File: config.mk
export PLATFORM = sky130hd
export DESIGN_NAME = calculator_seq_flat
export DESIGN_NICKNAME = d
export VERILOG_FILES = /design/src/rtl/calculator_seq_if.sv /design/src/rtl/calculator_seq.sv /design/src/flat_wrapper.sv
export SDC_FILE = /design/constraint.sdc
export NUM_CORES = 1
export LEC_CHECK = 0
export ABC_AREA = 1
export CAP_MARGIN = 0
export CORE_AREA = 2 2 90 92
export CTS_BUF_LIST = sky130_fd_sc_hd__clkbuf_16
export CTS_CLUSTER_DIAMETER = 50
export DETAILED_ROUTE_END_ITERATION = 7
export DIE_AREA = 0 0 92 94
export PLACE_DENSITY = 0.72
export SYNTH_ARGS = -nofsm -noshare
export SYNTH_HDL_FRONTEND = slang
export SYNTH_SLANG_ARGS = --single-unit
File: constraint.sdc
create_clock -name clk -period 6.6 [get_ports clk]
set_input_delay 1.98 -clock clk [delete_from_list [all_inputs] [get_ports clk]]
set_output_delay 1.98 -clock clk [all_outputs]
set_load 0.02 [all_outputs]
File: src/rtl/calculator_seq_if.sv
//------------------------------------------------------------------------------
// Module   : calculator_seq_if
// Purpose  : Request/response bundle between the operand capture logic
//            (master) and the sequential calculator (slave).
//            acc_sel is present only when CALC_SEQ_ACCUM_EN is defined.
// Revision : 1.0 - initial release
//------------------------------------------------------------------------------
`default_nettype none

interface calculator_seq_if #(
  parameter int N = 4
);
  logic             start;
  logic [3:0]       op_select;
  logic [N-1:0]     operand1;
  logic [N-1:0]     operand2;
`ifdef CALC_SEQ_ACCUM_EN
  logic             acc_sel;
`endif
  logic             busy;
  logic             done;
  logic [2*N-1:0]   resultado;
  logic             carry;
  logic             zero;
  logic             div_by_zero;

  modport master (
`ifdef CALC_SEQ_ACCUM_EN
    output acc_sel,
`endif
    output start, op_select, operand1, operand2,
    input  busy, done, resultado, carry, zero, div_by_zero
  );

  modport slave (
`ifdef CALC_SEQ_ACCUM_EN
    input  acc_sel,
`endif
    input  start, op_select, operand1, operand2,
    output busy, done, resultado, carry, zero, div_by_zero
  );
endinterface

`default_nettype wire

File: src/rtl/calculator_seq.sv
//------------------------------------------------------------------------------
// Module   : calculator_seq
// Purpose  : Registered, handshaked N-bit calculator. Single-cycle ALU ops,
//            N-cycle shift-add multiply and N-cycle restoring divide/modulo,
//            with carry / zero / div_by_zero status flags.
//            Optional macro CALC_SEQ_ACCUM_EN adds acc_sel, which replaces
//            operand1 with the low half of the previous result.
// Revision : 1.0 - initial release
//------------------------------------------------------------------------------
`default_nettype none

module calculator_seq #(
  parameter int N = 4
) (
  input  logic             clk,
  input  logic             rst,
  calculator_seq_if.slave  bus
);

  localparam int            CW        = $clog2(N + 1);
  localparam logic [CW-1:0] LAST_STEP = CW'(N - 1);
  localparam logic [N-1:0]  WIDTH_VAL = N'(N);

  localparam logic [3:0] OP_ADD = 4'd0;
  localparam logic [3:0] OP_SUB = 4'd1;
  localparam logic [3:0] OP_MUL = 4'd2;
  localparam logic [3:0] OP_DIV = 4'd3;
  localparam logic [3:0] OP_MOD = 4'd4;
  localparam logic [3:0] OP_AND = 4'd5;
  localparam logic [3:0] OP_OR  = 4'd6;
  localparam logic [3:0] OP_XOR = 4'd7;
  localparam logic [3:0] OP_SHL = 4'd8;
  localparam logic [3:0] OP_SHR = 4'd9;

  typedef enum logic [2:0] {
    S_IDLE = 3'd0,
    S_EXEC = 3'd1,
    S_MUL  = 3'd2,
    S_DIV  = 3'd3,
    S_DONE = 3'd4
  } state_t;

  state_t          state;
  logic [3:0]      op;
  logic [N-1:0]    a;
  logic [N-1:0]    b;
  logic [CW-1:0]   step;
  logic [2*N-1:0]  mul_acc;
  logic [2*N-1:0]  mul_mcand;
  logic [N-1:0]    mul_mplier;
  logic [N-1:0]    div_rem;
  logic [N-1:0]    div_quo;

  logic            busy;
  logic            done;
  logic [2*N-1:0]  resultado;
  logic            carry;
  logic            zero;
  logic            div_by_zero;

  logic [3:0]      norm_op;
  logic [N-1:0]    op1_eff;
  logic [N:0]      sum;
  logic [N-1:0]    diff;
  logic [2*N-1:0]  exec_res;
  logic            exec_carry;
  logic [2*N-1:0]  mul_acc_next;
  logic [N:0]      div_shift;
  logic            div_fits;
  logic [N-1:0]    div_rem_next;
  logic [N-1:0]    div_quo_next;

  assign bus.busy        = busy;
  assign bus.done        = done;
  assign bus.resultado   = resultado;
  assign bus.carry       = carry;
  assign bus.zero        = zero;
  assign bus.div_by_zero = div_by_zero;

`ifdef CALC_SEQ_ACCUM_EN
  assign op1_eff = bus.acc_sel ? resultado[N-1:0] : bus.operand1;
`else
  assign op1_eff = bus.operand1;
`endif

  // Fold the alias opcodes 10..15 onto their primary encodings at capture.
  always_comb begin
    case (bus.op_select)
      4'd10:   norm_op = OP_AND;
      4'd11:   norm_op = OP_OR;
      4'd12:   norm_op = OP_XOR;
      4'd13:   norm_op = OP_SHL;
      4'd14:   norm_op = OP_SHR;
      4'd15:   norm_op = OP_ADD;
      default: norm_op = bus.op_select;
    endcase
  end

  assign sum  = {1'b0, a} + {1'b0, b};
  assign diff = a - b;

  // Single-step result; also resolves divide/modulo by zero.
  always_comb begin
    exec_res   = '0;
    exec_carry = 1'b0;
    case (op)
      OP_ADD: begin
        exec_res[N:0] = sum;
        exec_carry    = sum[N];
      end
      OP_SUB: begin
        exec_res[N-1:0] = diff;
        exec_carry      = (b > a);
      end
      OP_DIV:  exec_res[N-1:0] = '1;
      OP_MOD:  exec_res[N-1:0] = a;
      OP_AND:  exec_res[N-1:0] = a & b;
      OP_OR:   exec_res[N-1:0] = a | b;
      OP_XOR:  exec_res[N-1:0] = a ^ b;
      OP_SHL:  exec_res[N-1:0] = (b >= WIDTH_VAL) ? '0 : (a << b);
      OP_SHR:  exec_res[N-1:0] = (b >= WIDTH_VAL) ? '0 : (a >> b);
      default: exec_res = '0;
    endcase
  end

  // One shift-add and one restoring-division step per cycle.
  assign mul_acc_next = mul_mplier[0] ? (mul_acc + mul_mcand) : mul_acc;
  assign div_shift    = {div_rem, div_quo[N-1]};
  assign div_fits     = (div_shift >= {1'b0, b});
  assign div_rem_next = div_fits ? (div_shift[N-1:0] - b) : div_shift[N-1:0];
  assign div_quo_next = {div_quo[N-2:0], div_fits};

  // Control FSM with registered handshake, result and flags.
  always_ff @(posedge clk or posedge rst) begin
    if (rst) begin
      state       <= S_IDLE;
      op          <= '0;
      a           <= '0;
      b           <= '0;
      step        <= '0;
      mul_acc     <= '0;
      mul_mcand   <= '0;
      mul_mplier  <= '0;
      div_rem     <= '0;
      div_quo     <= '0;
      busy        <= 1'b0;
      done        <= 1'b0;
      resultado   <= '0;
      carry       <= 1'b0;
      zero        <= 1'b0;
      div_by_zero <= 1'b0;
    end else begin
      case (state)
        S_IDLE: begin
          done <= 1'b0;
          if (bus.start) begin
            op         <= norm_op;
            a          <= op1_eff;
            b          <= bus.operand2;
            step       <= '0;
            busy       <= 1'b1;
            mul_acc    <= '0;
            mul_mcand  <= {{N{1'b0}}, op1_eff};
            mul_mplier <= bus.operand2;
            div_rem    <= '0;
            div_quo    <= op1_eff;
            if (norm_op == OP_MUL) begin
              state <= S_MUL;
            end else if ((norm_op == OP_DIV || norm_op == OP_MOD) &&
                         (bus.operand2 != '0)) begin
              state <= S_DIV;
            end else begin
              // Divide by zero finishes through EXEC, so it shares the
              // two-cycle latency of the other single-step operations.
              state <= S_EXEC;
            end
          end
        end

        S_EXEC: begin
          resultado   <= exec_res;
          carry       <= exec_carry;
          zero        <= (exec_res == '0);
          div_by_zero <= (op == OP_DIV) || (op == OP_MOD);
          busy        <= 1'b0;
          done        <= 1'b1;
          state       <= S_DONE;
        end

        S_MUL: begin
          mul_acc    <= mul_acc_next;
          mul_mcand  <= mul_mcand << 1;
          mul_mplier <= mul_mplier >> 1;
          step       <= step + 1'b1;
          if (step == LAST_STEP) begin
            resultado   <= mul_acc_next;
            carry       <= 1'b0;
            zero        <= (mul_acc_next == '0);
            div_by_zero <= 1'b0;
            busy        <= 1'b0;
            done        <= 1'b1;
            state       <= S_DONE;
          end
        end

        S_DIV: begin
          div_rem <= div_rem_next;
          div_quo <= div_quo_next;
          step    <= step + 1'b1;
          if (step == LAST_STEP) begin
            if (op == OP_DIV) begin
              resultado <= {{N{1'b0}}, div_quo_next};
              zero      <= (div_quo_next == '0);
            end else begin
              resultado <= {{N{1'b0}}, div_rem_next};
              zero      <= (div_rem_next == '0);
            end
            carry       <= 1'b0;
            div_by_zero <= 1'b0;
            busy        <= 1'b0;
            done        <= 1'b1;
            state       <= S_DONE;
          end
        end

        S_DONE: begin
          done  <= 1'b0;
          state <= S_IDLE;
        end

        default: begin
          busy  <= 1'b0;
          done  <= 1'b0;
          state <= S_IDLE;
        end
      endcase
    end
  end

endmodule

`default_nettype wire

File: src/flat_wrapper.sv
// flat-port wrapper written by rule: the top's interface ports become plain ports
module calculator_seq_flat 
#(
  parameter int N = 4
)
  (clk, rst, bus_start, bus_op_select, bus_operand1, bus_operand2, bus_busy, bus_done, bus_resultado, bus_carry, bus_zero, bus_div_by_zero);
  calculator_seq_if #(.N(N)) bus_i ();
  input  logic clk;
  input  logic rst;
  input wire logic [$bits(bus_i.start)-1:0] bus_start;
  input wire logic [$bits(bus_i.op_select)-1:0] bus_op_select;
  input wire logic [$bits(bus_i.operand1)-1:0] bus_operand1;
  input wire logic [$bits(bus_i.operand2)-1:0] bus_operand2;
  output wire logic [$bits(bus_i.busy)-1:0] bus_busy;
  output wire logic [$bits(bus_i.done)-1:0] bus_done;
  output wire logic [$bits(bus_i.resultado)-1:0] bus_resultado;
  output wire logic [$bits(bus_i.carry)-1:0] bus_carry;
  output wire logic [$bits(bus_i.zero)-1:0] bus_zero;
  output wire logic [$bits(bus_i.div_by_zero)-1:0] bus_div_by_zero;
  assign bus_i.start = bus_start;
  assign bus_i.op_select = bus_op_select;
  assign bus_i.operand1 = bus_operand1;
  assign bus_i.operand2 = bus_operand2;
  assign bus_busy = bus_i.busy;
  assign bus_done = bus_i.done;
  assign bus_resultado = bus_i.resultado;
  assign bus_carry = bus_i.carry;
  assign bus_zero = bus_i.zero;
  assign bus_div_by_zero = bus_i.div_by_zero;
  calculator_seq #(.N(N)) u_core (.clk(clk), .rst(rst), .bus(bus_i));
endmodule
==> results of run 1 <==
==> layer usage <==
metal	GRT usage [%]	part of all wire [%]	up-vias
li1	-	-	1856
met1	33.8	44	1748
met2	46.4	50	102
met3	4.49	4.5	12
met4	9.20	1.4	0
met5	0	0	-
==> worst max-delay path by stage <==
stage	slack (ns)	end	cells after the start
CTS	2.56	u_core.mul_mplier[0]$_DFFE_PP0P_	6
global route	2.35	u_core.mul_mcand[3]$_DFFE_PP0P_	6
global placement	2.34	u_core.mul_mplier[0]$_DFFE_PP0P_	6
finish	2.56	u_core.mul_mplier[0]$_DFFE_PP0P_	6
detailed placement	2.24	u_core.mul_mplier[0]$_DFFE_PP0P_	6
floorplan	3.16	u_core.a[0]$_DFFE_PP0P_	1
==> through the flow <==
stage,hold WS (ns),total power [W],util [%],instances
after global routing,0.487,0.00271,60.8,689
after detailed placement,0.463,0.00206,57.4,674
after CTS,0.475,0.00248,60.8,689
after global placement,0.462,0.00203,57.4,674
after floorplan,0.450,0.00167,-,552
final,0.473,0.00248,60.8,689
==> flip-flops by register name (all words and copies together) (netlist names) <==
signal                  cells
u_core.bus.resultado        8
u_core.mul_acc              8
u_core.mul_mcand            8
u_core.a                    4
u_core.b                    4
u_core.div_quo              4
u_core.div_rem              4
u_core.mul_mplier           4
u_core.op                   4
u_core.state                3
u_core.step                 3
u_core.bus.busy             1
u_core.bus.carry            1
u_core.bus.div_by_zero      1
u_core.bus.done             1
u_core.bus.zero             1
==> power groups by stage <==
stage | clock network [W] | registers (W) | logic [W]
2_1_floorplan | 0 | 0.000661 | 0.00101
3_3_place_gp | 0 | 0.000665 | 0.00136
3_5_place_dp | 0 | 0.000668 | 0.00140
4_1_cts | 0.000409 | 0.000665 | 0.00140
5_1_grt | 0.000427 | 0.000688 | 0.00160
6_report | 0.000405 | 0.000668 | 0.00141
==> cells by family after synthesis <==
| group | Yosys count | share of synthesized area [%] |
|---|---|---|
| flip-flops | 59 | 36.9 |
| AND/OR/NAND/NOR | 283 | 30.6 |
| XOR/XNOR | 6 | 1.31 |
| AO/OA/AOI/OAI | 84 | 12.4 |
| adder cells (fa/ha/maj) | 29 | 9.82 |
| buffers and inverters | 91 | 8.95 |
==> worst register-to-register path, cell delays in order (launching register included) <==
cell      delay, ns
dfrtp_1        0.60
clkinv_1       0.47
fa_1           0.56
or2_0          0.23
nand3_1        0.11
nand2_1        0.06
nor2_1         0.08
nand2_1        0.11
o21ai_1        0.22
o21ai_1        0.12
o22a_1         0.17
==> synth_stat cells (all sizes together), types with 3 or more instances <==
master  number
a21oi       15
buf          4
clkbuf       4
dfrtp       59
fa           4
ha          25
inv         81
nand2      160
nand3       46
nand3b       3
nand4       10
nor2        54
nor3         4
o211ai       7
o21ai       42
o221ai       3
o22ai        9
or2          5
xnor2        4
==> layout make-up <==
cell class	instances	share of cell area, %
clock buffers	9	4.87
clock inverters	6	0.731
repair buffers	28	6.01
multi-input cells	402	46.8
well taps	102	2.76
inverters	83	6.85
flip-flops and latches	59	31.9
==> flow_metrics.py, run 1 <==
metrics = {
    "run_status": {
        "outcome": "finished, final reports clean",
    },
    "sta": {
        "setup_violations": 0,
        "hold_viol": 0,
        "rsz0062_at_grt": "no",
        "max-slew-margin-rel_pct": 38.6,
        "fin_skew_ns": 0.00569,
        "fin_crit_sh_pct": 61.2,
        "tns_ns": 0,
        "period_minus_slack_ns": 4.04,
        "slew_violations": 0,
        "tightestPinTransition_ns": 0.918,
        "fmax_mhz": 248,
        "layout_setup_ws_ns": 2.56,
    },
    "routing": {
        "drc_errors": 0,
        "avgViaCountPerCell": 5.40,
        "first_pass_iters": 5,
        "routed-via-count": 3718,
        "antenna_left": 0,
        "wl_um": 10500,
        "wl_per_cell_um": 15.3,
        "drtIter0Drc": 256,
    },
    "critical_path": {
        "start_kind": "primary input",
        "worstPathRequired_ns": 6.84,
        "cp.arrival_ns": 4.28,
        "timing.rr.end": "u_core.bus.resultado[2]$_DFFE_PP0P_",
        "critPathMostFrequentCell": "inv_2",
        "crit_type": "primary input to register",
        "worst_path_max_delay_cell": "nor2_1",
        "path_cells": "clkdlybuf4s50_1, nand3_1, inv_2, nor2_1, inv_2, o211ai_1",
        "critical_path_buf_inv_count": 3,
        "crit_fanout": 18,
        "slowest_delay_ns": 0.75,
        "reg2regPathDepth": 10,
        "timing.rr.start": "u_core.b[1]$_DFFE_PP0P_",
        "crit_path_end_kind": "register",
        "crit_start": "bus_start",
        "r2r_slack_ns": 3.77,
        "critical-path-top-delay-family": "simple AND/OR/NAND/NOR gates",
    },
    "global_routing": {
        "grt_overflow": 0,
        "antenna_found_initial": 0,
        "grt_usage_pct": 26.7,
        "grt_pass1_vias": 3691,
        "grt_max_degree": 60,
        "grt_pass1_wl_um": 17900,
    },
    "power": {
        "combPwrFrac_pct": 56.8,
        "p_sw_share_pct": 49.8,
        "power.density_nw_per_um2": 537,
        "intPower_w": 0.00125,
        "ir_drop_uv": 302,
        "p_seq_share_pct": 26.9,
        "switching_power_w": 0.00124,
        "leakage_nw": 2.37,
        "clock_power_share_pct": 16.3,
    },
    "clock_tree": {
        "root_buffer": "clkbuf_16",
        "cts_hold_buf": 0,
        "cts_buffer_depth": 2,
        "cts_resized": 0,
        "clk_pin_slew_ns": 0.05,
        "post_cts_buffers": 0,
        "cts_buffers": 9,
        "cts_tree": "built",
        "clkSinkCount": 59,
        "htreeDepth": 3,
        "insertion_delay_ns": 0.33,
    },
    "placed_design": {
        "gp_congestion": 0.969,
        "place_area_um2": 4360,
        "port_buffers": 27,
        "post-place-ws_ns": 2.24,
        "hpwlAfterDp_um": 8140,
    },
    "logic_synthesis": {
        "synthCells": 552,
        "synth_warnings": 0,
        "ys.flop_type": "dfrtp_1",
        "synth.area.top_cells": "dfrtp_1 (37%), nand2_1 (15%), ha_1 (7.8%)",
        "synth_seq_cells": 59,
        "synth_seq_area_share_pct": 36.9,
        "syn-num-nets": 596,
        "synth.largest_area_cell": "dfrtp_1",
        "yosysUniqueCellTypes": 42,
        "yosys.area.top_type_share_pct": 36.9,
        "synth-edff-count": 0,
        "async_reset_ff_share_pct": 100,
        "synth.avg_cell_area_um2": 7.25,
        "netlist_area_um2": 4000,
    },
    "final_layout": {
        "multi_input_area_um2": 2170,
        "area_growth_syn_to_layout_pct": 15.6,
        "diodes": 0,
        "final_area_um2": 4620,
        "fillers": 713,
        "fin_nets": 627,
        "final_common_cell": "nand2_1",
        "drive_gt1_share_pct": 8.18,
        "regArea_um2": 1480,
        "layout_common_cells": "nand2_1 (155), inv_1 (69), dfrtp_1 (59)",
    },
    "worst_hold_path": {
        "holdPathEnd": "u_core.bus.busy$_DFFE_PP0P_",
        "min-delay-start": "u_core.bus.busy$_DFFE_PP0P_",
        "hp-class": "register to register",
        "holdPathStages": 2,
    },
    "flow_run": {
        "maxCapViolations": 0,
    },
    "floorplan": {
        "initial_utilization_pct": 52.6,
        "ioPinCount": 28,
        "num_rows": 32,
        "die_area_um2": 8650,
        "die_h_um": 94,
        "fp.dieW_um": 92,
        "core_um2": 7610,
    },
}
Power figures use the tool's default switching activity.
==> run 2, diff against run 1 <==
- clock period: 6.6 -> 4.1 ns (I/O delays scaled with it)
==> flow_metrics.py, run 2 (synthesized netlist as in run 1, its figures left out) <==
metrics = {
    "run_status": {
        "outcome": "finished, final reports clean",
    },
    "critical_path": {
        "cp.arrival_ns": 3.21,
        "crit_type": "primary input to register",
        "critical_path_buf_inv_count": 4,
        "start_kind": "primary input",
        "path_cells": "clkdlybuf4s50_1, nand3_1, buf_4, inv_2, nor2_1, inv_2, o21ai_0",
        "critPathMostFrequentCell": "inv_2",
        "crit_path_end_kind": "register",
        "slowest_delay_ns": 0.67,
        "crit_fanout": 18,
        "worstPathRequired_ns": 4.34,
        "critical-path-top-delay-family": "buffers and inverters",
        "worst_path_max_delay_cell": "nor2_1",
    },
    "routing": {
        "drc_errors": 0,
        "wl_um": 10500,
        "wl_per_cell_um": 15.2,
        "routed-via-count": 3752,
        "antenna_left": 0,
        "avgViaCountPerCell": 5.43,
        "drtIter0Drc": 223,
        "first_pass_iters": 5,
    },
    "power": {
        "power.density_nw_per_um2": 861,
        "leakage_nw": 2.39,
        "p_seq_share_pct": 26.9,
        "clock_power_share_pct": 16.2,
        "p_sw_share_pct": 49.5,
        "combPwrFrac_pct": 56.9,
        "ir_drop_uv": 492,
        "intPower_w": 0.00202,
        "switching_power_w": 0.00198,
    },
    "clock_tree": {
        "htreeDepth": 3,
        "clk_pin_slew_ns": 0.06,
        "cts_tree": "built",
        "post_cts_buffers": 0,
        "cts_resized": 0,
        "insertion_delay_ns": 0.33,
        "cts_buffer_depth": 2,
        "cts_buffers": 9,
        "cts_hold_buf": 0,
        "root_buffer": "clkbuf_16",
        "clkSinkCount": 59,
    },
    "sta": {
        "tns_ns": 0,
        "slew_violations": 0,
        "setup_violations": 0,
        "tightestPinTransition_ns": 0.843,
        "rsz0062_at_grt": "no",
        "fin_crit_sh_pct": 72.6,
        "period_minus_slack_ns": 2.97,
        "whs_ns": 0.480,
        "hold_viol": 0,
        "fmax_mhz": 336,
        "max-slew-margin-rel_pct": 43.6,
        "fin_skew_ns": 0.00809,
    },
    "final_layout": {
        "area_growth_syn_to_layout_pct": 16.3,
        "drive_gt1_share_pct": 8.49,
        "top_regs": "u_core.bus.resultado: 8 flops, u_core.mul_acc: 8 flops, u_core.mul_mcand: 8 flops",
        "fillers": 705,
        "fin_nets": 629,
        "multi_input_area_um2": 2170,
        "regArea_um2": 1480,
        "final_common_cell": "nand2_1",
        "layout_common_cells": "nand2_1 (155), inv_1 (69), dfrtp_1 (59)",
        "diodes": 0,
        "final_area_um2": 4650,
    },
    "global_routing": {
        "grt_max_degree": 60,
        "grt_overflow": 0,
        "grt_pass1_vias": 3586,
        "grt_usage_pct": 25.6,
        "grt_pass1_wl_um": 17300,
        "antenna_found_initial": 0,
    },
    "placed_design": {
        "hpwlAfterDp_um": 8090,
        "port_buffers": 27,
        "place_area_um2": 4390,
        "gp_congestion": 0.931,
    },
    "floorplan": {
        "fp.dieW_um": 92,
        "core_um2": 7610,
        "ioPinCount": 28,
        "die_h_um": 94,
        "die_area_um2": 8650,
        "num_rows": 32,
        "initial_utilization_pct": 52.6,
    },
    "flow_run": {
        "maxCapViolations": 0,
    },
    "worst_hold_path": {
        "hp-class": "register to register",
    },
}
-- run 2: cell count changes in the layout (fill, tap and decap cells not counted) --
cell    previous run  this run
buf_12             0         1
buf_4              1         2
-- run 2: worst min-delay path, delay by kind of cell (launching register included) --
kind / cells / cell delay [ns]
flip-flops: 1 / 0.34
AND/OR/NAND/NOR: 2 / 0.11
-- run 2: cell type report --
type	instances	share of cell area [%]
clock buffer	9	4.84
clock inverter	6	0.726
inverter	83	6.81
multi-input combinational	402	46.6
sequential	59	31.7
tap	102	2.74
timing repair buffer	30	6.56
-- run 2: worst paths after layout --
check,to,cells past startpoint,start,slack [ns]
worst max register to register,u_core.bus.resultado[2]$_DFFE_PP0P_,10,u_core.b[1]$_DFFE_PP0P_,1.36
worst min-delay path,u_core.bus.div_by_zero$_DFFE_PP0P_,2,u_core.bus.div_by_zero$_DFFE_PP0P_,0.48
max in group asynchronous,u_core.a[1]$_DFFE_PP0P_,3,rst,2.54
worst min register to register,u_core.bus.div_by_zero$_DFFE_PP0P_,2,u_core.bus.div_by_zero$_DFFE_PP0P_,0.48
min in group asynchronous,u_core.bus.resultado[1]$_DFFE_PP0P_,3,rst,1.29
worst max-delay path,u_core.mul_acc[7]$_DFFE_PP0P_,7,bus_start,1.13
-- run 2: stage by stage --
step	util (%)	instances	total power, W	worst slack, ns
2_1_floorplan	-	552	0.00268	1.41
3_3_place_gp	57.7	676	0.00327	0.836
3_5_place_dp	57.7	676	0.00333	0.806
4_1_cts	61.1	691	0.00399	1.13
5_1_grt	61.1	691	0.00436	0.912
6_report	61.1	691	0.00401	1.13
-- run 2: metal layers --
layer / global-route usage, % / part of all wire (%) / up-vias / routed length, µm
met5: 0 / 0 / - / 0
met4: 7.59 / 2.0 / 0 / 206
met3: 5.94 / 5.0 / 22 / 528
met2: 43.7 / 49 / 99 / 5140
met1: 32.5 / 44 / 1779 / 4600
li1: - / - / 1852 / -
-- run 2: power by group through the flow --
stage	logic (W)	clock network (W)	registers (W)
final	0.00228	0.000650	0.00108
after global routing	0.00257	0.000684	0.00111
after CTS	0.00227	0.000652	0.00107
after detailed placement	0.00226	0	0.00108
after global placement	0.00220	0	0.00107
after floorplan	0.00162	0	0.00106
